File: src/rtl/clock_phase_ctrl.sv
// ---------------------------------------------------------------------------
// clock_phase_ctrl
//   Divides the master clock into a processor/regfile clock of DIV master
//   cycles per period. It also provides a phase index, an end-of-period tick
//   and run / halt / single-step control. Halting only takes effect on a
//   period boundary, so the processor always freezes cleanly. A counter
//   records each active period that completes.
//
// Parameters
//   DIV    master-clock cycles per processor period (even, >= 2)
//   CYC_W  width of cycle_count
//
// Ports
//   clock         in   master clock, rising-edge active
//   reset         in   synchronous active-high reset, overrides everything
//   halt          in   level: stop at next period boundary, stay stopped
//   step          in   pulse: run one period, honoured only while halted
//   proc_clock    out  divided clock (low half then high half), registered
//   proc_clock_n  out  exact complement of proc_clock, registered
//   phase         out  position within the current period
//   tick          out  high during the last cycle of an active period
//   halted        out  high while halted
//   cycle_count   out  completed active periods (wraps)
// ---------------------------------------------------------------------------
module clock_phase_ctrl #(
  parameter int unsigned DIV   = 4,
  parameter int unsigned CYC_W = 32
) (
  input  logic                     clock,
  input  logic                     reset,
  input  logic                     halt,
  input  logic                     step,
  output logic                     proc_clock,
  output logic                     proc_clock_n,
  output logic [$clog2(DIV)-1:0]   phase,
  output logic                     tick,
  output logic                     halted,
  output logic [CYC_W-1:0]         cycle_count
);

  localparam int unsigned PW = $clog2(DIV);
  localparam logic [PW-1:0] PHASE_LAST = PW'(DIV - 1);
  localparam logic [PW-1:0] PHASE_HALF = PW'(DIV / 2);

  typedef enum logic [1:0] {
    ST_RUN    = 2'd0,
    ST_HALTED = 2'd1,
    ST_STEP   = 2'd2
  } state_t;

  state_t             state;
  state_t             state_nxt;
  logic [PW-1:0]      phase_nxt;
  logic [CYC_W-1:0]   count_nxt;
  logic               wrap;
  logic               active_nxt;
  logic               proc_clock_nxt;
  logic               tick_nxt;

  // Next-state and next-output computation.
  always_comb begin
    state_nxt      = state;
    phase_nxt      = phase;
    count_nxt      = cycle_count;
    wrap           = (state != ST_HALTED) && (phase == PHASE_LAST);
    active_nxt     = 1'b1;
    proc_clock_nxt = 1'b0;
    tick_nxt       = 1'b0;

    case (state)
      ST_RUN, ST_STEP: begin
        // halt is only examined on the wrap edge; step is never examined here.
        if (wrap) begin
          phase_nxt = '0;
          count_nxt = cycle_count + CYC_W'(1);
          state_nxt = halt ? ST_HALTED : ST_RUN;
        end else begin
          phase_nxt = phase + PW'(1);
        end
      end
      ST_HALTED: begin
        // Leaving HALTED keeps phase at 0 for the first cycle of the new period.
        phase_nxt = '0;
        if (!halt) begin
          state_nxt = ST_RUN;
        end else if (step) begin
          state_nxt = ST_STEP;
        end
      end
      default: begin
        state_nxt = ST_RUN;
        phase_nxt = '0;
      end
    endcase

    // Outputs are registered, so they are derived from the next phase/state.
    active_nxt     = (state_nxt != ST_HALTED);
    proc_clock_nxt = active_nxt && (phase_nxt >= PHASE_HALF);
    tick_nxt       = active_nxt && (phase_nxt == PHASE_LAST);
  end

  // State and output registers; proc_clock_n is loaded from the same next value.
  always_ff @(posedge clock) begin
    if (reset) begin
      state        <= ST_RUN;
      phase        <= '0;
      proc_clock   <= 1'b0;
      proc_clock_n <= 1'b1;
      tick         <= 1'b0;
      halted       <= 1'b0;
      cycle_count  <= '0;
    end else begin
      state        <= state_nxt;
      phase        <= phase_nxt;
      proc_clock   <= proc_clock_nxt;
      proc_clock_n <= ~proc_clock_nxt;
      tick         <= tick_nxt;
      halted       <= ~active_nxt;
      cycle_count  <= count_nxt;
    end
  end

endmodule

File: config.mk
export PLATFORM = sky130hd
export DESIGN_NAME = clock_phase_ctrl
export DESIGN_NICKNAME = d
export VERILOG_FILES = /design/src/rtl/clock_phase_ctrl.sv
export SDC_FILE = /design/constraint.sdc
export NUM_CORES = 1
export LEC_CHECK = 0
export CAP_MARGIN = 10
export CORE_AREA = 2 2 69 71
export CTS_BUF_LIST = sky130_fd_sc_hd__clkbuf_8
export DETAILED_ROUTE_END_ITERATION = 10
export DIE_AREA = 0 0 71 73
export GPL_TIMING_DRIVEN = 0
export PLACE_DENSITY = 0.76
export SLEW_MARGIN = 0
export SYNTH_ARGS = -nofsm -noshare
export SYNTH_HDL_FRONTEND = slang
export SYNTH_SLANG_ARGS = --single-unit
File: constraint.sdc
create_clock -name clock -period 2.15 [get_ports clock]
set_input_delay 0.3225 -clock clock [delete_from_list [all_inputs] [get_ports clock]]
set_output_delay 0.3225 -clock clock [all_outputs]
set_load 0.02 [all_outputs]
==> impl_results.md <==
* Arr. time, crit path at 2.14 ns
* R2R depth at 6
* Post-synthesis compound-gate area fraction at 0.0954
* Worst slew margin at 0.680
* Max Cap Viol at 0
* H-tree Lvls at 2
* Starting Density at 0.410
* Share of flip-flops with an asynchronous set or reset at 0
* IO Port Bufs at 41
* First-pass GRT wire length at between 6000 and 7000 um
* Top delay family on crit path: buffers and inverters
* Post-route cell area at 0.00246 mm^2
* Post-placement cell count at between 200 and 300
* Number of synthesized flops with an enable pin at 0
* GRT overflow at 0
* Synth Cell Area at roughly 0.0019 mm^2
* Max clock buf depth at 2
* Synth top area share at 0.430
* Max VDD drop at roughly 570 uV
* Filler cell count at 426
* Worst path slowest cell: clkdlybuf4s50_1
* WHS Endpoint: phase[0]
* Area post-placement at between 0.002 and 0.0025 mm^2
* Post-Synth XOR/XNOR Area at 0.0517
* Crit path top cell by count: clkbuf_1
* Non-filler cells, final at a little over 300
* Leakage at a little under 0.9 nW
* Main combinational cell family by area after synthesis: simple AND/OR/NAND/NOR gates
* Register-to-Register Setup Slack at approximately 0.21 ns
* Crit. End Element: flop
* Chip Width at a little over 70 um
* Hold/Removal Path Class: reg -> reg
* Mux share of post-synthesis cell area at 0.0417
* Initial antenna violation count at 0
* Syn. warnings at 0
* Mapped Cells at between 200 and 250
* Status: complete, no violations
* Number of global-route vias before repair at between 1.5k and 2k
* Hold path cells at 1
* Overall global routing resource usage at 0.163
* Vias per cell at ~5.5
* Multi-input gate area at 982 um^2
* Synth Area per Inst at slightly above 9 um^2
* Worst Path Max Fanout at 10
* Most common cell in the netlist: dfxtp_1
* Main flop type after synthesis: dfxtp_1
* Routability Congestion at around 0.75
* Final count of negative-setup-slack endpoints at 0
* Clock root buffer: clkbuf_8
* Largest net degree at the start of global routing at 15
* Worst endpoint required time at ~2.3 ns
* Reg-to-Reg End: cycle_count[30]
* Critical-path cell list: clkdlybuf4s50_1 -> clkbuf_1 -> clkbuf_2 -> clkbuf_1 -> nor2_1
* Clk_skew at ~0.0062 ns
* Critical Path Max Stage Delay at around 0.61 ns
* Power density cells at ~610 mW/mm^2
* Synth top cells by count: dfxtp_1 (40), nor2_1 (21), a21oi_1 (15), nand3_1 (13), nand2_1 (12)
* R2R Path Start: phase[0]
* CP startpoint kind: primary input
* Worst slew pin tran at 0.481 ns
* Cell taking the most area after synthesis: dfxtp_1
* Clock sinks at 40
* Final wirelength at ~4000 um
* Synth Net Count at 208
* Crit share post-route at 0.914
* Final HPWL DP at between 2000 and 3000 um
* Achievable frequency at between 500 and 600 MHz
* Synth Area in Adders at 0.0134
* Layout cells sized above 1 at 0.108
* Nets at between 200 and 300
* HP Start: phase[0]
* Post-synth cell types at 34
* Remaining DRCs at 0
* Final hold vios at 0
* Top cells by area, synth: dfxtp_1 (43%), o31ai_1 (4.4%), or4_1 (4.4%)
* Synthesis-stage register bit count at 40
* CTS Buf Count at 5
* Num ports at 42
* Simple-gate share of the synthesized area at 0.325
* Detailed Routing Iterations Pass 1 at 4
* Initial detailed-routing violation count at between 70 and 80
* Die height at between 70 and 80 um
* N_diodes at 0
* Worst skew pair latency at approximately 0.3 ns
* WL per Instance at between 10 and 15 um
* CTS tree: yes
* RSZ-0062 raised after global routing: no
* Buffer and inverter count on the worst path at 4
* Vias at about 1.7k
* Num rows at 25
* Core area at 0.00454 mm^2
* Clock slew seen by the registers of the worst setup and hold paths at ~0.080 ns
* Fin crit period at just under 2 ns
* Final Max Tran Viols at 0
* Register Area at between 800 and 900 um^2
* Synthesis-to-layout area growth at 31.9%
* Antenna violation net count after detailed routing at 0
* Register area share after synthesis at 0.430
* Die ar. at 0.00518 mm^2
* Crit path kind: in -> reg
## report_power, final
| part | switching, mW | internal (mW) | leakage [nW] |
|---|---|---|---|
| registers | 0.00914 | 0.758 | 0.323 |
| clock network | 0.278 | 0.350 | 0.0548 |
| logic | 0.0551 | 0.0474 | 0.493 |
## cells by family after synthesis
group | after synthesis
buf+inv | 15
simple gates | 97
mux | 7
flops | 40
fa+ha+maj | 2
xor+xnor | 11
compound gates | 30
## registers in the layout (all words and copies together) (netlist names)
signal        cells
proc_clock_n      1
cycle_count      32
state             2
halted            1
proc_clock        1
tick              1
phase             2
## layer usage
metal	up-vias	wire length, um	track usage
li1	834	-	-
met1	812	1850	0.199
met2	36	1970	0.271
met3	5	173	0.0414
met4	0	66	0.0755
met5	-	0	0
## stage by stage
step / util / TNS (ns) / setup WS [ns] / total power [mW] / hold slack (ns)
finish: 0.542 / 0 / 0.185 / 1.50 / 0.473
global route: 0.542 / 0 / 0.0167 / 1.56 / 0.498
CTS: 0.541 / 0 / 0.0124 / 1.51 / 0.471
detailed placement: 0.516 / -2.84 / -0.303 / 0.887 / 0.464
global placement: 0.516 / -2.61 / -0.269 / 0.885 / 0.458
floorplan: - / 0 / 0.243 / 0.837 / 0.440
## cell usage in the layout (no fill, tap or decap), drive strengths merged, types with 5 or more instances in the layout
master	netlist	final
clkdlybuf4s50	0	41
dfxtp	40	40
nor2	21	21
a21oi	15	15
nand3	14	14
nand2	12	12
o31ai	11	11
or4	11	11
clkbuf	5	11
xor2	9	9
nor2b	7	7
nor4	7	7
nand4	7	7
mux2	6	6
and4	5	5
inv	4	5
buf	6	5
## cell type report
cell class / instances / share of cell area
tap: 54 / 0.0275
inverter: 4 / 0.00611
clock inverter: 3 / 0.0188
clock buffer: 5 / 0.0280
buffer: 11 / 0.0265
sequential: 40 / 0.326
multi-input combinational: 147 / 0.400
timing repair buffer: 41 / 0.167
## repair_timing
item | 4_1_cts | 5_1_grt
gates resized for setup | 0 | 1
setup buffers | 0 | 0
setup endpoints to repair | 0 | 10
hold buffers | 0 | 0
## worst register-to-register path: stages (launching register included)
cell and delay [ns]:
dfxtp_1 0.36, ha_1 0.22, and3b_1 0.17, buf_4 0.18, nand3_1 0.16, nor4_1 0.37
mux2_2 0.37
## worst max path at each step
stage | start | endpoint | depth (start not counted) | slack [ns]
after global routing | cycle_count[6] | cycle_count[31] | 5 | 0.02
after CTS | reset | cycle_count[4] | 5 | 0.01
final | reset | cycle_count[4] | 5 | 0.18
after global placement | reset | cycle_count[9] | 5 | -0.27
after floorplan | phase[0] | cycle_count[28] | 6 | 0.24
after detailed placement | reset | cycle_count[4] | 5 | -0.30
(Power assumes the default switching activity.)
